File: src/rtl/frenado_rampa_parcial.sv
// frenado_rampa_parcial: controlled stop sequencer.
// Steps the motor drive level down 100 -> 50 -> 30 -> off on a stop request.
// It holds each step for a number of slow ticks.
// While idle it passes the prioritised start level straight through, one cycle registered.
// Optional build macro FRENADO_REANUDAR_EN: releasing Parar mid-ramp aborts
// the ramp back to IDLE instead of completing it.
module frenado_rampa_parcial #(
    parameter int CNT_W    = 4,
    parameter int DWELL_50 = 3,
    parameter int DWELL_30 = 2
) (
    input  logic clk,
    input  logic reset,
    input  logic tick,
    input  logic in_30,
    input  logic in_50,
    input  logic in_100,
    input  logic Parar,
    input  logic Emergencia,
    output logic out_30,
    output logic out_50,
    output logic out_100,
    output logic busy,
    output logic done
);

    // A dwell of 0 behaves as a dwell of 1; the counter runs 0 .. dwell-1.
    localparam int DW50_EFF = (DWELL_50 == 0) ? 1 : DWELL_50;
    localparam int DW30_EFF = (DWELL_30 == 0) ? 1 : DWELL_30;
    localparam logic [CNT_W-1:0] DW50_LAST = CNT_W'(DW50_EFF - 1);
    localparam logic [CNT_W-1:0] DW30_LAST = CNT_W'(DW30_EFF - 1);

    typedef enum logic [2:0] {
        ST_IDLE,
        ST_R100,
        ST_R50,
        ST_R30,
        ST_STOP
    } state_t;

    state_t             r_state;
    state_t             w_state_nxt;
    logic [CNT_W-1:0]   r_cnt;
    logic [CNT_W-1:0]   w_cnt_nxt;
    logic [2:0]         w_lvl;        // {100, 50, 30}, one-hot or zero
    logic [2:0]         r_out;
    logic [2:0]         w_out_nxt;
    logic               r_busy;
    logic               w_busy_nxt;
    logic               r_done;
    logic               w_done_nxt;

    // Prioritise the start FSM level: 100 beats 50 beats 30.
    always_comb begin
        w_lvl = 3'b000;
        if (in_100) begin
            w_lvl = 3'b100;
        end else if (in_50) begin
            w_lvl = 3'b010;
        end else if (in_30) begin
            w_lvl = 3'b001;
        end
    end

    // Next state and dwell counter; emergency overrides everything.
    always_comb begin
        w_state_nxt = r_state;
        w_cnt_nxt   = r_cnt;
        if (Emergencia) begin
            w_state_nxt = ST_STOP;
            w_cnt_nxt   = '0;
        end else begin
            case (r_state)
                ST_IDLE: begin
                    if (Parar) begin
                        w_cnt_nxt = '0;
                        if (w_lvl[2]) begin
                            w_state_nxt = ST_R100;
                        end else if (w_lvl[1]) begin
                            w_state_nxt = ST_R50;
                        end else if (w_lvl[0]) begin
                            w_state_nxt = ST_R30;
                        end else begin
                            w_state_nxt = ST_STOP;
                        end
                    end
                end
                ST_R100: begin
                    if (tick) begin
                        w_state_nxt = ST_R50;
                        w_cnt_nxt   = '0;
                    end
                end
                ST_R50: begin
                    if (tick) begin
                        if (r_cnt == DW50_LAST) begin
                            w_state_nxt = ST_R30;
                            w_cnt_nxt   = '0;
                        end else begin
                            w_cnt_nxt = r_cnt + CNT_W'(1);
                        end
                    end
                end
                ST_R30: begin
                    if (tick) begin
                        if (r_cnt == DW30_LAST) begin
                            w_state_nxt = ST_STOP;
                            w_cnt_nxt   = '0;
                        end else begin
                            w_cnt_nxt = r_cnt + CNT_W'(1);
                        end
                    end
                end
                ST_STOP: begin
                    if (!Parar) begin
                        w_state_nxt = ST_IDLE;
                    end
                end
                default: begin
                    w_state_nxt = ST_IDLE;
                    w_cnt_nxt   = '0;
                end
            endcase
`ifdef FRENADO_REANUDAR_EN
            // Releasing the stop request mid-ramp resumes normal running.
            if (!Parar && ((r_state == ST_R100) || (r_state == ST_R50) || (r_state == ST_R30))) begin
                w_state_nxt = ST_IDLE;
                w_cnt_nxt   = '0;
            end
`endif
        end
    end

    // Output values decoded from the state being entered, so they appear with it.
    always_comb begin
        w_out_nxt  = 3'b000;
        w_busy_nxt = 1'b0;
        w_done_nxt = 1'b0;
        case (w_state_nxt)
            ST_IDLE: w_out_nxt = w_lvl;
            ST_R100: begin
                w_out_nxt  = 3'b100;
                w_busy_nxt = 1'b1;
            end
            ST_R50: begin
                w_out_nxt  = 3'b010;
                w_busy_nxt = 1'b1;
            end
            ST_R30: begin
                w_out_nxt  = 3'b001;
                w_busy_nxt = 1'b1;
            end
            ST_STOP: w_done_nxt = 1'b1;
            default: w_out_nxt = 3'b000;
        endcase
    end

    // State, counter and registered outputs with synchronous reset.
    always_ff @(posedge clk) begin
        if (reset) begin
            r_state <= ST_IDLE;
            r_cnt   <= '0;
            r_out   <= 3'b000;
            r_busy  <= 1'b0;
            r_done  <= 1'b0;
        end else begin
            r_state <= w_state_nxt;
            r_cnt   <= w_cnt_nxt;
            r_out   <= w_out_nxt;
            r_busy  <= w_busy_nxt;
            r_done  <= w_done_nxt;
        end
    end

    assign out_100 = r_out[2];
    assign out_50  = r_out[1];
    assign out_30  = r_out[0];
    assign busy    = r_busy;
    assign done    = r_done;

endmodule
File: config.mk
export PLATFORM = sky130hd
export DESIGN_NAME = frenado_rampa_parcial
export DESIGN_NICKNAME = d
export VERILOG_FILES = /design/src/rtl/frenado_rampa_parcial.sv
export SDC_FILE = /design/constraint.sdc
export NUM_CORES = 1
export LEC_CHECK = 0
export CORE_UTILIZATION = 45
export DETAILED_ROUTE_END_ITERATION = 6
export PLACE_DENSITY = 0.73
export SYNTH_ARGS = -nofsm -noshare
export SYNTH_HDL_FRONTEND = slang
export SYNTH_SLANG_ARGS = --single-unit
File: constraint.sdc
create_clock -name clk -period 2.1 [get_ports clk]
set_clock_uncertainty 0.05 [all_clocks]
set_input_delay 0.525 -clock clk [delete_from_list [all_inputs] [get_ports clk]]
set_output_delay 0.525 -clock clk [all_outputs]
set_load 0.01 [all_outputs]
==> results.md <==
* Remaining global-route overflow at 0
* Largest net degree at the start of global routing at 12
* Sw frac at 24.9%
* P_int at 396 uW
* Dpl cells at 114
* Hold Path End: r_cnt[3]
* Endpoints failing setup at 0
* Final instance area at 915 um2
* Post-Route WL at 1670 um
* Combinational Power Share at 20.6%
* Yosys warning count at 0
* Worst skew pair latency at 0.27 ns
* Top Ports at 13
* Area Overhead vs Synth at 41.1%
* Worst hold path class: flip-flop to flip-flop
* DRT Pass-1 Iters at 5
* Final hold vios at 0
* Initial antenna violation count at 0
* Synth area leaders: dfxtp_1, nor2_1, xor2_1, nor3_1, o21a_1
* CTS tree: built
* Deepest clock path buffer count at 2
* R2r startpoint: r_state[1]
* Min-delay src: r_cnt[3]
* Switching pwr at 131 uW
* Vias per cell at 5.80
* Core ar. at 0.00132 mm2
* R2r worst-path depth at 5
* Slew Limit Fails at 0
* DR WL/cell at 14.1 um
* Root buffer cell: clkbuf_4
* Final #Nets at 112
* Total Power at 527 uW
* R2r setup slk at 0.21 ns
* Die height at 40.0 um
* # rows at 13
* Most frequent cells in the layout: nor2_1, dfxtp_1, clkdlybuf4s50_1
* Cell count after synthesis at 82
* Fin cells at 118
* GP Congestion at 0.741
* First-pass GRT wire length at 2300 um
* Worst endpoint data arrival time at 2.00 ns
* Setup Fix Bufs, Post-CTS at 0
* Setup_tns at 0 ns
* IO buf count at 12
* Starting density of the core at 49.2%
* Slew @ Worst Pin at 0.395 ns
* Share of cells above drive strength 1 at 20.4%
* Setup crit start kind: flip-flop
* Clk network pwr share at 34.1%
* Residual DRC at 0
* Register area share after synthesis at 37.1%
* Mean Syn Cell Area at 7.90 um2
* Register bit total from synthesis at 12
* Crit path required time at 2.21 ns
* Clk pin slew, worst setup/hold paths at 0.07 ns
* Clk sinks at 12
* Setup ws final at 0.213 ns
* Post-DP HPWL at 1150 um
* Status: completed
* DRT antenna net count at 0
* Rel. slew slack at 73.7%
* # H-tree levels at 1
* Synth Cell Area at 648 um2
* Routed vias at 684
* Worst VDD drop at 457 uV
* Yosys cell types at 31
* Crit share post-route at 89.8%
* Reg2Reg Capture Point: r_out[2]
* Vias in the first global route at 562
* Crit-path max FO at 8
* Hold depth at 2
* Total track usage at 22.0%
* PwrDens at 577 mW/mm2
* Tmin final at 1.89 ns
* Die area at 0.00160 mm2
* Top-area cell type share of the netlist area at 37.1%
* CTS buffer count at 3
* Fmax at 530 MHz
* RSZ-0062 raised after global routing: false
* Pre-CTS setup slack at -0.295 ns
* Post-synthesis net count at 90
* Drt first-iter violations at 18
* Placed cell areas at 843 um2
* Ant. Diodes at 0
* Yosys top cell by area: dfxtp_1
* Flop pwr share at 45.3%
* Max-cap violations at 0
* CP Class: flip-flop to flip-flop
* Leak pwr at 0.337 nW
* Critical path endpoint category: flip-flop
* Die Width at 40.0 um
==> cell type report <==
cell class,instances,area [um2]
inverters,2,7.51
clock buffers,4,36.3
flip-flops and latches,12,240
repair buffers,22,198
well taps,15,18.8
fillers,114,403
multi-input cells,63,414
==> power groups by stage <==
stage / clock (mW) / sequential (mW) / combinational (mW)
final: 0.180 / 0.239 / 0.109
after global routing: 0.195 / 0.239 / 0.115
after CTS: 0.188 / 0.238 / 0.0989
after detailed placement: 0 / 0.244 / 0.0972
after global placement: 0 / 0.243 / 0.0956
after floorplan: 0 / 0.247 / 0.0403
==> stage by stage <==
step,utilization (%),hold slack [ns]
detailed placement,64.0,0.468
global placement,64.0,0.452
floorplan,-,0.430
finish,69.4,0.479
global route,69.4,0.552
CTS,67.1,0.491
==> cells by family after synthesis <==
family          share of synthesized area [%]
compound gates                           19.7
xor+xnor                                 4.05
buf+inv                                  4.05
flops                                    37.1
simple gates                             35.1
==> worst max-delay path: stages, from the launching register on <==
cell,delay [ns]
dfxtp_1,0.39
or4b_4,0.58
nor3_4,0.26
nor2_4,0.06
and2_4,0.17
o221a_2,0.28
==> Yosys cell counts, drive strengths merged <==
master	n
nor2	13
dfxtp	12
nor3	5
a21oi	4
nand2	4
o21ai	4
clkbuf	3
nand3	3
o21a	3
xor2	3
buf	2
inv	2
nand2b	2
nand4	2
nor3b	2
nor4b	2
or3	2
a211o	1
a211oi	1
a31oi	1
a41oi	1
and2	1
and2b	1
and3b	1
nand3b	1
nand4b	1
o2111ai	1
o211ai	1
o221a	1
o22ai	1
or4b	1
==> timing repair <==
item	CTS	global route
pin swaps	0	2
hold buffers	0	0
resized for setup	1	7
setup endpoints to repair	2	3
==> worst max path at each step <==
stage                           from  cells past startpoint  slack [ns]  endpoint
after floorplan                Parar                      4        0.26  r_out[0]
after global placement         Parar                      6       -0.26  r_out[0]
after detailed placement       Parar                      6       -0.29  r_out[0]
after CTS                      Parar                      6       0.009  r_out[0]
after global routing            tick                      6        0.11  r_out[0]
final                     r_state[1]                      5        0.21  r_out[2]
==> registers in the layout (all words and copies together) (netlist names) <==
signal	count
r_cnt	4
r_out	3
r_state	3
busy	1
done	1
==> routing by layer <==
| metal | share of wire [%] | GRT usage (%) |
|---|---|---|
| met2 | 48 | 33.5 |
| met5 | 0 | 0 |
| met3 | 6.3 | 1.67 |
| met4 | 0.84 | 12.9 |
| met1 | 45 | 30.3 |
(Power assumes the default switching activity.)
